[config.mk]
export PLATFORM = sky130hd
export DESIGN_NAME = vm_multi_ctrl
export DESIGN_NICKNAME = d
export VERILOG_FILES = /design/src/rtl/vm_multi_ctrl_pkg.sv /design/src/rtl/vm_credit.sv /design/src/rtl/vm_multi_ctrl.sv
export SDC_FILE = /design/constraint.sdc
export NUM_CORES = 1
export LEC_CHECK = 0
export BUFFER_PORTS_ARGS = -buffer_cell sky130_fd_sc_hd__buf_2
export CELL_PAD_IN_SITES_DETAIL_PLACEMENT = 0
export CELL_PAD_IN_SITES_GLOBAL_PLACEMENT = 1
export CORE_MARGIN = 2
export CORE_UTILIZATION = 40
export CTS_BUF_LIST = sky130_fd_sc_hd__clkbuf_2
export CTS_CLUSTER_DIAMETER = 60
export CTS_CLUSTER_SIZE = 40
export DETAILED_ROUTE_END_ITERATION = 7
export PLACE_DENSITY = 0.78
export SLEW_MARGIN = 20
export SYNTH_ARGS = -nofsm -noshare
export SYNTH_HDL_FRONTEND = slang
export SYNTH_SLANG_ARGS = --single-unit
[constraint.sdc]
create_clock -name clk -period 3.7 [get_ports clk]
set_clock_uncertainty 0.15 [all_clocks]
set_input_delay 0.37 -clock clk [delete_from_list [all_inputs] [get_ports clk]]
set_output_delay 0.37 -clock clk [all_outputs]
set_load 0.05 [all_outputs]
[src/rtl/vm_multi_ctrl_pkg.sv]
// Shared definitions for the multi-product vending controller: FSM state
// encodings and coin values, common with the legacy coffee block.
package vm_multi_ctrl_pkg;

    typedef enum logic [2:0] {
        S_IDLE     = 3'd0,
        S_READY    = 3'd1,
        S_DISPENSE = 3'd2,
        S_CHANGE   = 3'd3,
        S_FAULT    = 3'd4
    } state_t;

    localparam int unsigned COIN5  = 5;
    localparam int unsigned COIN10 = 10;

endpackage

[src/rtl/vm_credit.sv]
// Credit accumulator: coin add with ceiling/reject, price subtract/restore,
// change decrement. Credit and coin_rej are registered.
module vm_credit
    import vm_multi_ctrl_pkg::*;
#(
    parameter int PRICE      = 15,
    parameter int CREDIT_MAX = 50,
    parameter int CREDIT_W   = 6
) (
    input  logic                clk,
    input  logic                rst,
    input  logic                coin_en,
    input  logic                c5,
    input  logic                c10,
    input  logic                sub_price,
    input  logic                restore,
    input  logic                dec5,
    output logic [CREDIT_W-1:0] credit,
    output logic [CREDIT_W-1:0] credit_coin,
    output logic                coin_rej
);

    localparam int SUM_W = CREDIT_W + 1;

    logic [SUM_W-1:0]    coin_val;
    logic [SUM_W-1:0]    sum;
    logic [SUM_W-1:0]    restored;
    logic                accept;
    logic                reject;
    logic [CREDIT_W-1:0] credit_n;

    always_comb begin
        // NOTE: every variable gets a default first so no path infers a latch.
        coin_val = '0;
        if (c5)
            coin_val = coin_val + SUM_W'(COIN5);
        if (c10)
            coin_val = coin_val + SUM_W'(COIN10);

        // One extra bit so an over-ceiling sum is seen rather than wrapped.
        sum         = {1'b0, credit} + coin_val;
        accept      = coin_en && (c5 || c10) && (sum <= SUM_W'(CREDIT_MAX));
        reject      = (c5 || c10) && !accept;
        credit_coin = accept ? sum[CREDIT_W-1:0] : credit;

        restored = {1'b0, credit} + SUM_W'(PRICE);
        if (restored > SUM_W'(CREDIT_MAX))
            restored = SUM_W'(CREDIT_MAX);

        credit_n = credit_coin;
        if (dec5)
            credit_n = credit - CREDIT_W'(COIN5);
        else if (restore)
            credit_n = restored[CREDIT_W-1:0];
        else if (sub_price)
            credit_n = credit_coin - CREDIT_W'(PRICE);
    end

    always_ff @(posedge clk or negedge rst) begin
        // NOTE: sequential state uses non-blocking assignments only.
        if (!rst) begin
            credit   <= '0;
            coin_rej <= 1'b0;
        end else begin
            credit   <= credit_n;
            coin_rej <= reject;
        end
    end

endmodule

[src/rtl/vm_multi_ctrl.sv]
// Multi-product vending controller: FSM, dispense timer and registered
// outputs decoded from next-state logic; credit lives in vm_credit.
module vm_multi_ctrl
    import vm_multi_ctrl_pkg::*;
#(
    parameter int N_PROD     = 4,
    parameter int PRICE      = 15,
    parameter int CREDIT_MAX = 50,
    parameter int CREDIT_W   = 6,
    parameter int WATER_W    = 5,
    parameter int WATER_MIN  = 2,
    parameter int DISP_CYC   = 8
) (
    input  logic                clk,
    input  logic                rst,
    input  logic                c10,
    input  logic                c5,
    input  logic                nfc,
    input  logic                cancel,
    input  logic [N_PROD-1:0]   sel,
    input  logic [N_PROD-1:0]   stock,
    input  logic [WATER_W-1:0]  water,
    output logic [N_PROD-1:0]   dispense,
    output logic                change_5,
    output logic                coin_rej,
    output logic                error,
    output logic                busy,
    output logic [CREDIT_W-1:0] credit
);

    localparam int CNT_W = (DISP_CYC > 1) ? $clog2(DISP_CYC) : 1;

    state_t              state, state_n;
    logic [CNT_W-1:0]    cnt, cnt_n;
    logic [N_PROD-1:0]   prod, prod_n;
    logic                coin_paid, coin_paid_n;
    logic                coin_en, sub_price, restore, dec5, err_evt;
    logic                water_ok, ok, sel_onehot, sel_valid;
    logic [CREDIT_W-1:0] credit_coin;

    assign water_ok   = water >= WATER_W'(WATER_MIN);
    assign ok         = water_ok && (|stock);
    assign sel_onehot = (|sel) && ((sel & (sel - N_PROD'(1))) == '0);
    assign sel_valid  = sel_onehot && (|(sel & stock));

    vm_credit #(
        .PRICE      (PRICE),
        .CREDIT_MAX (CREDIT_MAX),
        .CREDIT_W   (CREDIT_W)
    ) u_credit (
        .clk         (clk),
        .rst         (rst),
        .coin_en     (coin_en),
        .c5          (c5),
        .c10         (c10),
        .sub_price   (sub_price),
        .restore     (restore),
        .dec5        (dec5),
        .credit      (credit),
        .credit_coin (credit_coin),
        .coin_rej    (coin_rej)
    );

    always_comb begin
        state_n     = state;
        cnt_n       = cnt;
        prod_n      = prod;
        coin_paid_n = coin_paid;
        coin_en     = 1'b0;
        sub_price   = 1'b0;
        restore     = 1'b0;
        dec5        = 1'b0;
        err_evt     = 1'b0;

        case (state)
            S_IDLE: begin
                if (ok)
                    state_n = S_READY;
            end
            S_READY: begin
                coin_en = 1'b1;
                // Decisions use post-coin credit: this cycle's coins land first.
                if (!ok) begin
                    state_n = (credit_coin != '0) ? S_CHANGE : S_IDLE;
                end else if (cancel) begin
                    if (credit_coin != '0)
                        state_n = S_CHANGE;
                end else if (|sel) begin
                    if (sel_valid && !nfc) begin
                        state_n     = S_DISPENSE;
                        prod_n      = sel;
                        cnt_n       = '0;
                        coin_paid_n = 1'b0;
                    end else if (sel_valid && credit_coin >= CREDIT_W'(PRICE)) begin
                        state_n     = S_DISPENSE;
                        prod_n      = sel;
                        cnt_n       = '0;
                        coin_paid_n = 1'b1;
                        sub_price   = 1'b1;
                    end else begin
                        err_evt = 1'b1;
                    end
                end
            end
            S_DISPENSE: begin
                if (!water_ok) begin
                    state_n = S_FAULT;
                    restore = coin_paid;
                end else if (cnt == CNT_W'(DISP_CYC - 1)) begin
                    state_n = S_READY;
                end else begin
                    cnt_n = cnt + CNT_W'(1);
                end
            end
            S_CHANGE: begin
                dec5 = (credit != '0);
                if (credit <= CREDIT_W'(COIN5))
                    state_n = S_IDLE;
            end
            S_FAULT: begin
                if (water_ok)
                    state_n = (credit != '0) ? S_CHANGE : S_IDLE;
            end
            default: state_n = S_IDLE;
        endcase
    end

    always_ff @(posedge clk or negedge rst) begin
        if (!rst) begin
            state     <= S_IDLE;
            cnt       <= '0;
            prod      <= '0;
            coin_paid <= 1'b0;
            dispense  <= '0;
            change_5  <= 1'b0;
            error     <= 1'b0;
            busy      <= 1'b0;
        end else begin
            state     <= state_n;
            cnt       <= cnt_n;
            prod      <= prod_n;
            coin_paid <= coin_paid_n;
            dispense  <= (state_n == S_DISPENSE) ? prod_n : '0;
            change_5  <= dec5;
            error     <= err_evt || (state_n == S_FAULT);
            busy      <= (state_n == S_DISPENSE) || (state_n == S_CHANGE) ||
                         (state_n == S_FAULT);
        end
    end

endmodule

==> out/qor.txt <==
clock power share -> 5.1%
Reg clk slew, reported paths -> 280 ps
final core occ -> 49.8%
Total GRT Usage -> 18.9%
Rows -> 26
register share of total power -> 20.6%
core area -> 5040 um^2
Yosys cell types -> 61
Crit. End Element -> register
DRT Wirelength -> 5270 um
WL/cell -> 14.5 um
status -> complete, no violations
Max VDD drop -> 0.464 mV
Worst Tran Pin Value -> 636 ps
CP Launch Type -> register
total CTS buffers -> 3
share of cells above drive strength 1 -> 28.1%
mapped cell area -> 2070 um^2
Detail Route Antenna Nets -> 0
worst slack at placement -> -24.5 ps
commonest cells after routing, fill and taps aside -> buf_2 (31), dfrtp_1 (23), buf_4 (22)
max-slew violations -> 0
Worst Path Required -> 3850 ps
Slew HR -> 57.1%
GPL Wtd Cong -> 0.862
Sw Share -> 53.1%
FF+latch count, synth -> 25
Yosys top cell area share -> 30.2%
final hold vios -> 0
multi-input logic area -> 1390 um^2
area grow syn2layout -> 21.4%
router iterations before antenna repair -> 4
Pleak -> 1.19 nW
register area share after synthesis -> 30.2%
Post-synth EDFFs -> 0
First DRT Iteration DRCs -> 81
I/O Pins -> 33
Combinational Power Share -> 74.3%
synth warn -> 0
Max Cap Violations -> 0
pin count of the biggest net entering global routing -> 26
final setup fails -> 0
Tcrit/Tclk final -> 94.4%
first-pass GRT wire length -> 8800 um
CTS tree -> yes
Final nets -> 324
ys async rst share -> 100%
Die H -> 75.9 um
number of fill cells -> 486
CP Class -> register to register
Net Sw Power -> 1.26 mW
total gr overflow -> 0
initial antenna violation count -> 0
CTS max path bufs -> 2
Cell Int Power -> 1.11 mW
Yosys top cell by area -> dfrtp_1
Post-Syn Instances -> 242
placed insts -> 357
Die W -> 75.9 um
vias in the first global route -> 1811
ant diodes -> 0
most used flip-flop cell after synthesis -> dfrtp_1
Max Freq -> 286 MHz
syn nets -> 273
Area contributors post-synth -> dfrtp_1 (30%), ha_1 (6.7%), nor2_1 (4.0%)
clk sink count -> 25
Initial Utilization -> 41.0%
post-DP HPWL -> 4130 um
CTS H-tree lvls -> 1
Critical Path Fanout Max -> 7
PnR worst setup slack -> 207 ps
syn avg cell area -> 8.55 um^2
DRC -> 0
latest clock arrival within the worst-skew pair -> 360 ps
Hold/Removal Path Class -> input pin to register
Via Count -> 1949
Period minus WS final -> 3490 ps
total die area -> 5770 um^2
PortBufs -> 31
PD cells -> 942 nW/um^2
vias per cell -> 5.38
non-filler cells, final -> 362
RSZ-0062 raised after global routing -> no
Crit path arrival time -> 3640 ps
root buf cell -> clkbuf_2
commonest non-fill, non-tap cell in the layout -> buf_2
Storage cell area -> 631 um^2
final timing paths:
check                              startpoint                 end  slack [ps]  cells after the start
max                        u_credit.credit[0]  u_credit.credit[2]         210                     13
min                                    sel[0]             prod[0]         140                      2
max reg2reg                u_credit.credit[0]  u_credit.credit[2]         210                     13
min reg2reg                           prod[1]             prod[1]         380                      1
max in group asynchronous                 rst  u_credit.credit[0]        2640                      2
min in group asynchronous                 rst         dispense[0]         330                      2
metrics by stage:
stage	hold slack (ps)	power [mW]	setup TNS, ps	cell area [um^2]
4_1_cts	120	2.34	0	2480
2_1_floorplan	-75.6	1.72	0	2080
5_1_grt	98.4	2.57	0	2510
3_5_place_dp	256	2.21	-24.5	2450
3_3_place_gp	245	2.19	0	2450
6_report	142	2.37	0	2510
cells by family after synthesis:
kind of cell | count (synthesis) | synth area share [%]
XOR/XNOR | 9 | 3.81
AO/OA/AOI/OAI | 64 | 22.7
multiplexers | 9 | 4.59
buffers and inverters | 23 | 4.59
adder cells (fa/ha/maj) | 12 | 7.62
flip-flops | 25 | 30.2
AND/OR/NAND/NOR | 100 | 26.4
cells in the mapped netlist (2+ instances only):
| master | instances |
|---|---|
| and3_1 | 6 |
| xor2_1 | 4 |
| nand3_1 | 8 |
| a21oi_1 | 10 |
| o22ai_1 | 2 |
| a211oi_1 | 3 |
| nor3_1 | 11 |
| a21o_1 | 5 |
| nor2_1 | 22 |
| and2_1 | 3 |
| or3_1 | 2 |
| o21ai_0 | 10 |
| o21ai_1 | 4 |
| xnor2_1 | 5 |
| nor2b_1 | 8 |
| ha_1 | 11 |
| a22oi_1 | 4 |
| or2_2 | 2 |
| o31ai_1 | 2 |
| dfrtp_1 | 25 |
| nand2b_1 | 5 |
| nand4_1 | 2 |
| clkbuf_1 | 6 |
| a31oi_1 | 2 |
| a221oi_1 | 2 |
| nand2_1 | 16 |
| o211ai_1 | 2 |
| nor4_1 | 3 |
| mux2i_1 | 5 |
| mux2_2 | 4 |
| inv_1 | 15 |
| o21a_1 | 3 |
| o41a_1 | 2 |
timing repair:
action                                 in CTS  in global routing
buffers inserted                            0                  0
gates resized for setup                     0                  5
setup endpoints to repair                   0                  8
hold buffers                                1                  0
endpoints found under the hold margin      25                  0
area by class of cell:
type / count / share of cell area, %
inverter: 15 / 2.24
multi-input combinational: 194 / 55.1
timing repair buffer: 54 / 13.1
sequential: 25 / 25.1
clock inverter: 1 / 0.299
tap: 70 / 3.49
clock buffer: 3 / 0.598
critical path, stage by stage, from the launching register on:
cell	delay, ps
dfrtp_4	470
ha_1	160
inv_1	50
fa_1	390
nand2b_1	190
a21o_1	210
o21ai_1	230
buf_4	160
o21ai_1	110
o311ai_4	370
nand2_4	130
or4_1	480
o311a_1	140
a31oi_1	210
power by group through the flow:
| stage | clock network, mW | registers [mW] | logic, mW |
|---|---|---|---|
| floorplan | 0 | 0.740 | 0.980 |
| global placement | 0 | 0.491 | 1.70 |
| detailed placement | 0 | 0.494 | 1.72 |
| CTS | 0.125 | 0.487 | 1.73 |
| global route | 0.136 | 0.507 | 1.93 |
| finish | 0.120 | 0.488 | 1.76 |
flip-flops by register name (all words and copies together) (netlist names):
| name | flops |
|---|---|
| u_credit.coin_rej | 1 |
| busy | 1 |
| error | 1 |
| change_5 | 1 |
| cnt | 3 |
| prod | 4 |
| dispense | 4 |
| coin_paid | 1 |
| u_credit.credit | 6 |
| state | 3 |
per-layer routing:
layer  up-vias  GRT usage, %  part of all wire, %
li1        987             -                    -
met1       914          27.4                   51
met2        38          28.7                   44
met3        10          3.33                  3.3
met4         0          6.00                  1.8
met5         -             0                    0
Power figures use the tool's default switching activity.
